File: src/rtl/bms_pkg.sv
// rtl/bms_pkg.sv - shared types and helpers for the cell balancing controller
package bms_pkg;

  typedef enum logic [2:0] {
    ST_IDLE,
    ST_SCAN,
    ST_DECIDE,
    ST_BALANCE,
    ST_SETTLE
  } bal_state_t;

  localparam int VW_DEFAULT = 12;

  // Width of a cell index; never below 1 bit so a 2-cell stack still has an index.
  function automatic int idx_width(input int n_cells);
    return (n_cells <= 2) ? 1 : $clog2(n_cells);
  endfunction

endpackage

File: src/rtl/cell_min_scan.sv
// rtl/cell_min_scan.sv - sequential minimum finder, one cell per clock
module cell_min_scan
  import bms_pkg::*;
#(
  parameter int N_CELLS = 8,
  parameter int VW      = VW_DEFAULT,
  parameter int IW      = idx_width(N_CELLS)
) (
  input  logic          clk,
  input  logic          rst_n,
  input  logic          start,
  input  logic [VW-1:0] data,
  output logic [IW-1:0] idx,
  output logic          done,
  output logic [VW-1:0] min
);

  logic active;

  // Walk idx 0..N_CELLS-1 after start, keeping the running minimum; done pulses once at the end.
  always_ff @(posedge clk) begin
    if (!rst_n) begin
      active <= 1'b0;
      idx    <= '0;
      done   <= 1'b0;
      min    <= '0;
    end else if (start) begin
      active <= 1'b1;
      idx    <= '0;
      done   <= 1'b0;
    end else if (active) begin
      if ((idx == '0) || (data < min)) begin
        min <= data;
      end
      if (idx == IW'(N_CELLS - 1)) begin
        active <= 1'b0;
        done   <= 1'b1;
      end else begin
        idx <= idx + IW'(1);
      end
    end else begin
      done <= 1'b0;
    end
  end

endmodule

File: src/rtl/cell_balance_ctrl.sv
// rtl/cell_balance_ctrl.sv - passive balancing controller: snapshot, min scan, hysteretic bleed, dwell and settle
module cell_balance_ctrl
  import bms_pkg::*;
#(
  parameter int            N_CELLS       = 8,
  parameter int            VW            = VW_DEFAULT,
  parameter logic [VW-1:0] DELTA_ON      = 8,
  parameter logic [VW-1:0] DELTA_OFF     = 3,
  parameter int            DWELL_CYCLES  = 1000,
  parameter int            SETTLE_CYCLES = 200
) (
  input  logic                  clk,
  input  logic                  rst_n,
  input  logic                  en,
  input  logic                  fault,
  input  logic                  meas_valid,
  input  logic [N_CELLS*VW-1:0] cell_v,
  output logic [N_CELLS-1:0]    balance,
  output logic [VW-1:0]         v_min,
  output logic                  busy,
  output logic                  period_done
);

  localparam int CNT_MAX = (DWELL_CYCLES > SETTLE_CYCLES) ? DWELL_CYCLES : SETTLE_CYCLES;
  localparam int CW      = $clog2(CNT_MAX + 1);
  localparam int IW      = idx_width(N_CELLS);

  bal_state_t state, state_d;

  logic [N_CELLS*VW-1:0] snap;
  logic [VW-1:0]         v_min_d;
  logic [N_CELLS-1:0]    balance_d;
  logic [N_CELLS-1:0]    prev_mask, prev_mask_d;
  logic [N_CELLS-1:0]    mask;
  logic                  period_done_d;
  logic [CW-1:0]         cnt, cnt_d;

  logic                  scan_start;
  logic                  scan_done;
  logic [IW-1:0]         scan_idx;
  logic [VW-1:0]         scan_data;
  logic [VW-1:0]         scan_min;

  assign busy      = (state != ST_IDLE);
  assign scan_data = snap[int'(scan_idx)*VW +: VW];

  cell_min_scan #(
    .N_CELLS (N_CELLS),
    .VW      (VW),
    .IW      (IW)
  ) u_scan (
    .clk   (clk),
    .rst_n (rst_n),
    .start (scan_start),
    .data  (scan_data),
    .idx   (scan_idx),
    .done  (scan_done),
    .min   (scan_min)
  );

  // Hold the coherent voltage set taken when a period starts; later meas_valid pulses never touch it.
  always_ff @(posedge clk) begin
    if (!rst_n) begin
      snap <= '0;
    end else if (scan_start) begin
      snap <= cell_v;
    end
  end

  // Per-cell bleed decision: excess over the minimum against the on threshold, or the lower off threshold if already bleeding.
  always_comb begin
    mask = '0;
    for (int i = 0; i < N_CELLS; i++) begin
      mask[i] = ((snap[i*VW +: VW] - v_min) >= DELTA_ON) |
                (prev_mask[i] & ((snap[i*VW +: VW] - v_min) >= DELTA_OFF));
    end
  end

  // State and output registers.
  always_ff @(posedge clk) begin
    if (!rst_n) begin
      state       <= ST_IDLE;
      v_min       <= '0;
      balance     <= '0;
      prev_mask   <= '0;
      period_done <= 1'b0;
      cnt         <= '0;
    end else begin
      state       <= state_d;
      v_min       <= v_min_d;
      balance     <= balance_d;
      prev_mask   <= prev_mask_d;
      period_done <= period_done_d;
      cnt         <= cnt_d;
    end
  end

  // Next-state and output logic; fault outranks en, and both outrank every normal transition.
  always_comb begin
    state_d       = state;
    v_min_d       = v_min;
    balance_d     = balance;
    prev_mask_d   = prev_mask;
    period_done_d = 1'b0;
    cnt_d         = cnt;
    scan_start    = 1'b0;

    if (fault) begin
      state_d     = ST_IDLE;
      balance_d   = '0;
      prev_mask_d = '0;
      cnt_d       = '0;
    end else if (!en) begin
      state_d   = ST_IDLE;
      balance_d = '0;
      cnt_d     = '0;
    end else begin
      case (state)
        ST_IDLE: begin
          if (meas_valid) begin
            scan_start = 1'b1;
            state_d    = ST_SCAN;
          end
        end
        ST_SCAN: begin
          if (scan_done) begin
            v_min_d = scan_min;
            state_d = ST_DECIDE;
          end
        end
        ST_DECIDE: begin
          if (mask == '0) begin
            prev_mask_d = '0;
            state_d     = ST_IDLE;
          end else begin
            balance_d   = mask;
            prev_mask_d = mask;
            cnt_d       = CW'(DWELL_CYCLES - 1);
            state_d     = ST_BALANCE;
          end
        end
        ST_BALANCE: begin
          if (cnt == '0) begin
            balance_d = '0;
            cnt_d     = CW'(SETTLE_CYCLES - 1);
            state_d   = ST_SETTLE;
          end else begin
            cnt_d = cnt - CW'(1);
          end
        end
        ST_SETTLE: begin
          if (cnt == '0) begin
            period_done_d = 1'b1;
            state_d       = ST_IDLE;
          end else begin
            cnt_d = cnt - CW'(1);
          end
        end
        default: begin
          state_d   = ST_IDLE;
          balance_d = '0;
          cnt_d     = '0;
        end
      endcase
    end
  end

endmodule

File: config.mk
export PLATFORM = sky130hd
export DESIGN_NAME = cell_balance_ctrl
export DESIGN_NICKNAME = d
export VERILOG_FILES = /design/src/rtl/bms_pkg.sv /design/src/rtl/cell_min_scan.sv /design/src/rtl/cell_balance_ctrl.sv
export SDC_FILE = /design/constraint.sdc
export NUM_CORES = 1
export LEC_CHECK = 0
export CAP_MARGIN = 20
export CORE_ASPECT_RATIO = 0.5
export CORE_MARGIN = 3
export CORE_UTILIZATION = 37
export CTS_CLUSTER_DIAMETER = 100
export DETAILED_ROUTE_END_ITERATION = 16
export SETUP_SLACK_MARGIN = 0.2
export SLEW_MARGIN = 5
export SYNTH_ARGS = -nofsm -noshare
export SYNTH_HDL_FRONTEND = slang
export SYNTH_SLANG_ARGS = --single-unit
export TNS_END_PERCENT = 5
File: constraint.sdc
create_clock -name clk -period 5.7 [get_ports clk]
set_clock_uncertainty 0.05 [all_clocks]
set_input_delay 1.14 -clock clk [delete_from_list [all_inputs] [get_ports clk]]
set_output_delay 1.14 -clock clk [all_outputs]
set_load 0.005 [all_outputs]
=== Word-level counts from Yosys, hierarchy flattened ===
Cells that the tools add are included.

* Reduce and logical (&&, ||, !) cells: 20
* Add/sub/neg operators: 10
* Mux-type cells: 22
* $mul: 1
* Order comparisons: 17
* Shifts and indexed selects: 1
* Div/mod/pow operators: 0
* Equal/unequal tests: 11
* Bitwise logic cells: 25

{| class="wikitable"
|+ Operators by type and width
! kind !! number
|-
| 12-bit by 2-bit >= comparator with 1-bit output (second input constant) || 8
|-
| 12-bit by 4-bit >= comparator with 1-bit output (second input constant) || 8
|-
| 96-bit by 8-bit indexed part select with 12-bit output || 1
|-
| 12-bit subtractor || 8
|-
| 10-bit one-hot mux with 4 select lines || 1
|-
| 10-bit 2-to-1 mux || 3
|-
| 8-bit 2-to-1 mux || 3
|-
| 8-bit one-hot mux with 3 select lines || 1
|-
| 3-bit one-hot mux with 5 select lines || 1
|-
| 12-bit less-than comparator || 1
|-
| 3-bit 2-to-1 mux || 4
|-
| 10-bit logical NOT || 1
|-
| 2-bit inequality test (second input constant) || 5
|-
| 10-bit by 1-bit subtractor with 10-bit output (second input constant) || 1
|-
| 1-bit NOT || 9
|-
| 3-bit AND reduction || 3
|-
| 3-bit OR reduction || 3
|-
| 1-bit bitwise AND || 8
|-
| 8-bit logical NOT || 1
|-
| 1-bit 2-to-1 mux || 8
|-
| 1-bit OR || 8
|-
| 4-bit AND reduction || 2
|-
| 3-bit by 2-bit equality test with 1-bit output (second input constant) || 2
|-
| 3-bit equality test (second input constant) || 2
|-
| other kinds (11) || 15
|}

* ROM bits: 0
* Logic and storage cells: 118
* Latch bits: 0
* Memories kept: 0
* Input port bits: 101
* Output and inout port bits: 22
* Register bits: 155
* RAM bits: 0

=== Logic depth before layout (Yosys ltp) ===
Gate-level depths: netlist of run 1.

* Word-level depth: 7
* Depth in mapped cells: 16
* Gate-level depth less buffers: 14

=== Hierarchy ===
From an unflattened synthesis of run 1, not the netlist that was laid out.

* Cell total of the unflattened synthesis: 1446
* Area total of the unflattened synthesis: 11686.2 um^2

{| class="wikitable"
|+ By module, submodules not included
! module !! sequential area each (um^2) !! area an instance (um^2) !! cells an instance !! times used
|-
| cell_balance_ctrl || 2762.6 || 10656.5 || 1329 || 1
|-
| cell_min_scan || 340.3 || 1029.7 || 117 || 1
|}

=== Least setup slack after synthesis of run 1 ===
OpenSTA, ideal clock, no wires.

* Path type: register to register
* Start point: register u_scan.idx[0]
* End point: register u_scan.min[11]
* Cell stages (with the launch flop): 17
* Required time: 5.563 ns
* Buffers on the path: 3
* Arrival: 4.445 ns
* Period minus slack after synthesis: 4.582 ns
* Slack: 1.118 ns
* Cells stage by stage: dfxtp_1 > clkbuf_1 > buf_1 > mux4_2 > mux2_2 > ha_1 > a21o_1 > a21o_1 > a21o_1 > a21o_1 > a21o_1 > a21o_1 > a211o_1 > a21oi_1 > clkbuf_1 > nand3_1 > o31ai_1

* Cells in the longest elaborated chain, start to end: 5
* Elaborated cells between the ends (all ways): 6

{| class="wikitable"
|+ RTL lines
! element !! line !! source
|-
| start: declaration || cell_min_scan.sv:13 || <nowiki>output logic [IW-1:0] idx,</nowiki>
|-
| start signal: assignment || cell_min_scan.sv:39 || <nowiki>idx <= idx + IW'(1);</nowiki>
|-
| 3-bit by 2-bit multiplier with 5-bit output || cell_balance_ctrl.sv:45 || <nowiki>assign scan_data = snap[int'(scan_idx)*VW +: VW];</nowiki>
|-
| 96-bit by 8-bit indexed part select with 12-bit output || cell_balance_ctrl.sv:45 ||
|-
| via scan_data[5] || cell_balance_ctrl.sv:41 || <nowiki>logic [VW-1:0] scan_data;</nowiki>
|-
| 12-bit less-than comparator || cell_min_scan.sv:32 || <nowiki>if ((idx == '0) || (data < min)) begin</nowiki>
|-
| 1-bit logical OR || cell_min_scan.sv:32 ||
|-
| 3-bit AND reduction (no source line) || - ||
|-
| end signal: assignment || cell_min_scan.sv:33 || <nowiki>min <= data;</nowiki>
|-
| end: declaration || cell_min_scan.sv:15 || <nowiki>output logic [VW-1:0] min</nowiki>
|}

The timed path passes the listed nets, and every way through them passes these cells.
A chain may end at the register's enable or synchronous reset.

=== Worst setup path after layout of run 1 ===
* Start point: register v_min[1]
* End point: register cnt[2]

* Cells in the longest elaborated chain, start to end: 7
* Elaborated cells between the ends (all ways): 43

{| class="wikitable"
|+ RTL lines
! element !! line !! source
|-
| start: declaration || cell_balance_ctrl.sv:19 || <nowiki>output logic [VW-1:0] v_min,</nowiki>
|-
| start signal: assignment || cell_balance_ctrl.sv:90 || <nowiki>v_min <= v_min_d;</nowiki>
|-
| 12-bit subtractor || cell_balance_ctrl.sv:74, cell_balance_ctrl.sv:75 ||
|-
| 12-bit by 2-bit >= comparator with 1-bit output || cell_balance_ctrl.sv:75 || <nowiki>(prev_mask[i] & ((snap[i*VW +: VW] - v_min) >= DELTA_OFF));</nowiki>
|-
| 1-bit bitwise AND || cell_balance_ctrl.sv:75 ||
|-
| 1-bit OR || cell_balance_ctrl.sv:74 || <nowiki>mask[i] = ((snap[i*VW +: VW] - v_min) >= DELTA_ON) |</nowiki>
|-
| 8-bit logical NOT * || cell_balance_ctrl.sv:132 || <nowiki>if (mask == '0) begin</nowiki>
|-
| 2-bit inequality test (no source line) * || - ||
|-
| 3-bit AND reduction (no source line) * || - ||
|-
| end signal: assignment || cell_balance_ctrl.sv:94 || <nowiki>cnt <= cnt_d;</nowiki>
|-
| end: declaration || cell_balance_ctrl.sv:36 || <nowiki>logic [CW-1:0] cnt, cnt_d;</nowiki>
|}

Mark *: on every way between the ends. The rest lies on a longest branch, timed or not.

==> results by group, run 1 <==
Global routing
  – First-pass GRT wire length: 61200 µm
  – Number of global-route vias before repair: 10665
  – Gr usage total: 23.3%
  – GR Overflow Total: 0
  – Antenna violations before repair: 0
  – Largest net degree at the start of global routing: slightly below 100

Logic synthesis
  – Synth area leaders: dfxtp_1, ha_1, a21oi_1
  – Sequential element share of the synthesized area: between 20% and 30%
  – Area leader, netlist: dfxtp_1
  – Unique masters post-synth: 79
  – Syn Std Cell Area: 11600 µm²
  – Seq cells post-synth: 155
  – Mapped Nets: 1696
  – Area share of the largest cell type after synthesis: approximately a quarter
  – Predominant post-synthesis flop cell: dfxtp_1
  – EDFF count, synth: 0
  – Synth warnings: 0
  – Gate Count Post-Synth: 1484
  – Share of flip-flops with an asynchronous set or reset: 0%
  – Avg Cell Area, Syn: just under 8 µm²

Power and ir drop
  – Peak supply drop: 196 µV
  – Power per cell area: 211 nW/µm²
  – P_leak: 5.22 nW
  – Tot Pwr: 2.91 mW

Die
  – Core area: 30600 µm²
  – Ports: about 120
  – Die Area: 33600 µm²
  – Initial Util: approximately 38%
  – DIE HEIGHT: between 100 and 150 µm
  – Site Rows: 45
  – Die X: 256 µm

Clocking
  – CTS tree: yes
  – Setup bufs post-CTS: 0
  – CTS Sinks: roughly 160
  – Cts bufs inserted: 17
  – Htree depth: 4
  – Clock slew at reported path FFs: 0.06 ns
  – Worst-Skew Late Latency: 0.45 ns
  – Root Buffer: clkbuf_16
  – Deepest clock path buffer count: 2
  – Post-cts sizing count: 0
  – CTS Hold Buffers Added: 0

Layout
  – Diodes inserted: 0
  – Commonest non-fill, non-tap cells in the layout: nand2_1, a21oi_1, dfxtp_1
  – Share of cells above drive strength 1: around 6.7%
  – Post-Layout Cell Count: 2001
  – Most common cell after layout, fill and taps aside: nand2_1
  – Finished Cell Area: 13800 µm²
  – Final #Nets: 1779
  – FILL cells: roughly 3000
  – Layout area overhead: 18.8%

Timing
  – RSZ-0062 raised after global routing: false
  – Least-Margin Pin Slew: 1.10 ns
  – Final setup vio count: 0
  – Max-slew violation count: 0
  – Final Hold Fails: 0
  – Final hold slack: 0.428 ns
  – Final setup TNS: 0 ns
  – Final min period: 4.96 ns
  – Achievable Freq: 202 MHz
  – Tcrit/Tclk final: 87.1%
  – Headroom to the max-slew limit: 26.2%

Critical path
  – Worst-path maximum fanout: 16
  – Worst setup EP type: flop
  – Startpoint types: flop
  – Crit path DAT: roughly 5.3 ns
  – WS Path Type: reg2reg
  – WP data required: ~6.0 ns

Route
  – Vias/cell: 5.79
  – ANT nets after route: 0
  – Drt total wl: 39900 µm
  – WL per Instance: 19.9 µm
  – 1st-pass router iterations: 5
  – DR iter-0 viols: 1122
  – Total number of vias: about 12000
  – DRC Markers: 0

Hold path
  – Worst hold-check path type: reg2reg

Placement
  – Placer congestion estimate: between 0.9 and 1
  – Placed Instances: roughly 2000
  – Port Buf Inserts: 122
  – Area after DPL: roughly 13000 µm²
  – DP HPWL: a little over 30000 µm

Run status
  – Status: complete, no violations

Job
  – Max-cap violations: 0
[metrics by stage]
stage / util (%) / worst slack (ns)
detailed placement: 43.1 / 0.870
global route: 45.1 / 0.388
floorplan: - / 1.12
global placement: 43.1 / 1.06
CTS: 45.1 / 0.862
finish: 45.1 / 0.738
[synth_stat cells, drive strengths merged (8+ instances only)]
cell / instances
nand2: 233
a21oi: 183
dfxtp: 155
nor2: 122
ha: 103
inv: 80
o21ai: 63
clkbuf: 58
nor3: 32
nand3: 31
a21o: 27
mux4: 24
a211oi: 20
nand2b: 20
xnor2: 20
nor2b: 17
o31ai: 17
xor2: 16
a31oi: 14
mux2: 14
mux2i: 14
nand4: 13
nor4: 12
o21a: 12
o211ai: 11
and2: 10
buf: 10
o2111ai: 10
or3: 9
a2111oi: 8
fa: 8
o22ai: 8
[registers in the layout (all words and copies together), names as in the netlist, 3 cells and up]
register and cells:
v_min 12, state 3, prev_mask 8, cnt 10, balance 8, u_scan.min 12, snap 96, u_scan.idx 3
[critical path: stages (launching register included)]
cell       delay, ns
dfxtp_1         0.35
inv_1           0.42
fa_1            0.62
a211oi_1        0.36
o21ai_0         0.16
a21o_1          0.17
a2111oi_0       0.70
o2111ai_1       0.18
nor4_1          0.53
and4b_1         0.50
a31oi_4         0.19
or2_0           0.37
a32o_1          0.26
[cell type report]
class | count | area, µm² | share of cell area (%)
Tap cell | 423 | 529 | 3.84
Sequential cell | 155 | 3100 | 22.5
Clock buffer | 19 | 453 | 3.29
Multi-Input combinational cell | 1181 | 7950 | 57.7
Inverter | 80 | 302 | 2.19
Timing Repair Buffer | 132 | 1300 | 9.41
Clock inverter | 11 | 145 | 1.05
[routing by layer]
layer,wire (µm),vias up,global-route usage [%]
met5,0,-,0
met4,1060,0,6.98
met3,2660,66,5.10
met2,17500,414,36.1
met1,18700,5536,32.6
li1,-,5577,-
[kinds of logic after synthesis]
group	Yosys count	share of synthesized area, %
DFF	155	26.7
muxes	52	7.23
buffers and inverters	148	4.87
AOI/OAI and AO/OA	448	24.9
and+or+nand+nor	534	21.1
xor gates and xnor gates	36	2.72
adders and majority gates	111	12.5
[path summary, 6_finish.rpt]
check             endpoint  slack, ns      from  depth (start not counted)
hold reg to reg   snap[94]       0.43  snap[94]                          2
setup / recovery    cnt[2]       0.74  v_min[1]                         12
hold / removal    snap[94]       0.43  snap[94]                          2
setup reg to reg    cnt[2]       0.74  v_min[1]                         12
[power by group]
group	switching [mW]	total, mW	leakage (nW)	internal (mW)
Clock	0.482	1.19	0.287	0.706
Sequential	0.0409	1.15	1.26	1.11
Combinational	0.303	0.573	3.67	0.270
Total	0.826	2.91	5.22	2.08
No activity file was read; power rests on OpenSTA's default activity.
==> inputs of run 2 (changes only) <==
Settings changed: ABC_CLOCK_PERIOD_IN_PS set to 5700, MAX_ROUTING_LAYER set to met4, PLACE_DENSITY set to 0.58.
==> results by group, run 2 (synthesis results as in run 1) <==
Power and ir drop
  – P_leak: 5.22 nW (about the same)
  – Tot Pwr: 2.85 mW (-2.0%)
  – Power per cell area: 207 nW/µm² (-1.9%)
  – Peak supply drop: 189 µV (-3.5%)

Critical path
  – WP data required: 6.01 ns (about the same)
  – WS Path Type: reg2reg
  – Crit path DAT: 5.24 ns (-0.02 ns)
  – Startpoint types: flop
  – Worst-path maximum fanout: 16 (unchanged)
  – Worst setup EP type: flop

Timing
  – Max-slew violation count: 0 (unchanged)
  – RSZ-0062 raised after global routing: false
  – Least-Margin Pin Slew: 1.09 ns (-0.00400 ns)
  – Final setup TNS: 0 ns (unchanged)
  – Final min period: 4.94 ns (-0.0258 ns)
  – Tcrit/Tclk final: 86.6% (-0.45 points)
  – Headroom to the max-slew limit: 26.0% (-0.21 points)
  – Final hold slack: 0.415 ns (-0.0122 ns)
  – Final WS setup: 0.763 ns (+0.0258 ns)
  – Achievable Freq: 203 MHz (+0.52%)
  – Final setup vio count: 0 (unchanged)
  – Final Hold Fails: 0 (unchanged)

Run status
  – Status: complete, no violations

Clocking
  – Clock slew at reported path FFs: 0.08 ns (+0.02 ns)
  – Htree depth: 4 (unchanged)
  – Cts bufs inserted: 17 (unchanged)
  – CTS tree: yes
  – Worst-Skew Late Latency: 0.46 ns (about the same)
  – Post-cts sizing count: 0 (unchanged)
  – Deepest clock path buffer count: 2 (unchanged)
  – CTS Hold Buffers Added: 0 (unchanged)
  – CTS Sinks: 155 (unchanged)
  – Root Buffer: clkbuf_16
  – Setup bufs post-CTS: 0 (unchanged)

Layout
  – Final core utilization: 45.1% (about the same)
  – Top Registers: snap x96, u_scan.min x12, v_min x12
  – Finished Cell Area: 13800 µm² (about the same)
  – Final #Nets: 1783 (+0.22%)
  – Most flop-heavy register: snap
  – Share of cells above drive strength 1: 7.01% (+0.35 points)
  – Post-Layout Cell Count: 2008 (+0.35%)
  – Largest register FFs: 96 (unchanged)
  – Most common cell after layout, fill and taps aside: nand2_1
  – Layout area overhead: 18.7% (about the same)
  – Commonest non-fill, non-tap cells in the layout: nand2_1, a21oi_1, dfxtp_1

Placement
  – Placed Instances: 1975 (+0.20%)
  – Port Buf Inserts: 122 (unchanged)
  – Area after DPL: 13200 µm² (+0.23%)
  – Place WS: 0.885 ns (+0.0147 ns)
  – DP HPWL: 32500 µm (+5.0%)
  – Placer congestion estimate: 1.01 (+5.2%)

Die
  – Die Area: 33600 µm² (unchanged)
  – Core area: 30600 µm² (unchanged)
  – Die X: 256 µm (unchanged)
  – Ports: 123 (unchanged)
  – Site Rows: 45 (unchanged)
  – Initial Util: 37.9% (unchanged)
  – DIE HEIGHT: 131 µm (unchanged)

Route
  – Vias/cell: 5.76 (-0.64%)
  – DRC Markers: 0 (unchanged)
  – Drt total wl: 41600 µm (+4.2%)
  – Total number of vias: 11559 (-0.29%)
  – ANT nets after route: 0 (unchanged)
  – DR iter-0 viols: 1134 (+1.1%)
  – WL per Instance: 20.7 µm (+3.9%)
  – 1st-pass router iterations: 5 (unchanged)

Global routing
  – Met1 usage: 36.6% (+4.0 points)
  – First-pass GRT wire length: 63000 µm (+2.9%)
  – Number of global-route vias before repair: 10675 (+0.094%)
  – Gr usage total: 25.0% (+1.7 points)
  – GR Overflow Total: 0 (unchanged)
  – Met2 Use GR: 36.0% (-0.090 points)
  – Grt met3 use: 3.72% (-1.4 points)
  – Largest net degree at the start of global routing: 75 (-23%)
  – GR peak layer: met1
  – Antenna violations before repair: 5 (+5)

Job
  – Max-cap violations: 0 (unchanged)

Hold path
  – Worst hold-check path type: reg2reg
## run 2: final timing paths
check          endpoint  depth (start not counted)  slack [ns]        from
max              cnt[7]                         12        0.76    v_min[1]
min          balance[6]                          1        0.42  balance[6]
max reg2reg      cnt[7]                         12        0.76    v_min[1]
min reg2reg  balance[6]                          1        0.42  balance[6]
## run 2: worst max-delay path: stages (launching register included)
cell	delay (ns)
dfxtp_1	0.32
inv_1	0.74
ha_1	0.37
nand2b_1	0.09
a21oi_1	0.14
o41ai_1	0.39
mux2_2	0.40
or4_1	0.59
nor4_1	0.44
and4b_1	0.45
a31oi_4	0.19
or2_0	0.38
a32o_1	0.28
## run 2: layer usage
metal	vias to the layer above	share of wire [%]
li1	5572	-
met3	46	6.0
met4	0	1.7
met2	372	42
met5	-	0
met1	5569	50
## run 2: area by class of cell
type	count	area [µm²]
Fill cell	3080	16800
Multi-Input combinational cell	1181	7950
Sequential cell	155	3100
Timing Repair Buffer	136	1330
Tap cell	423	529
Clock buffer	17	425
Inverter	80	302
Clock inverter	15	133
Antenna cell	1	2.50
## run 2: report_power, final
part,internal [mW],total (mW),switching (mW)
combinational,0.270,0.579,0.309
clock,0.573,1.13,0.553
sequential,1.11,1.15,0.0400
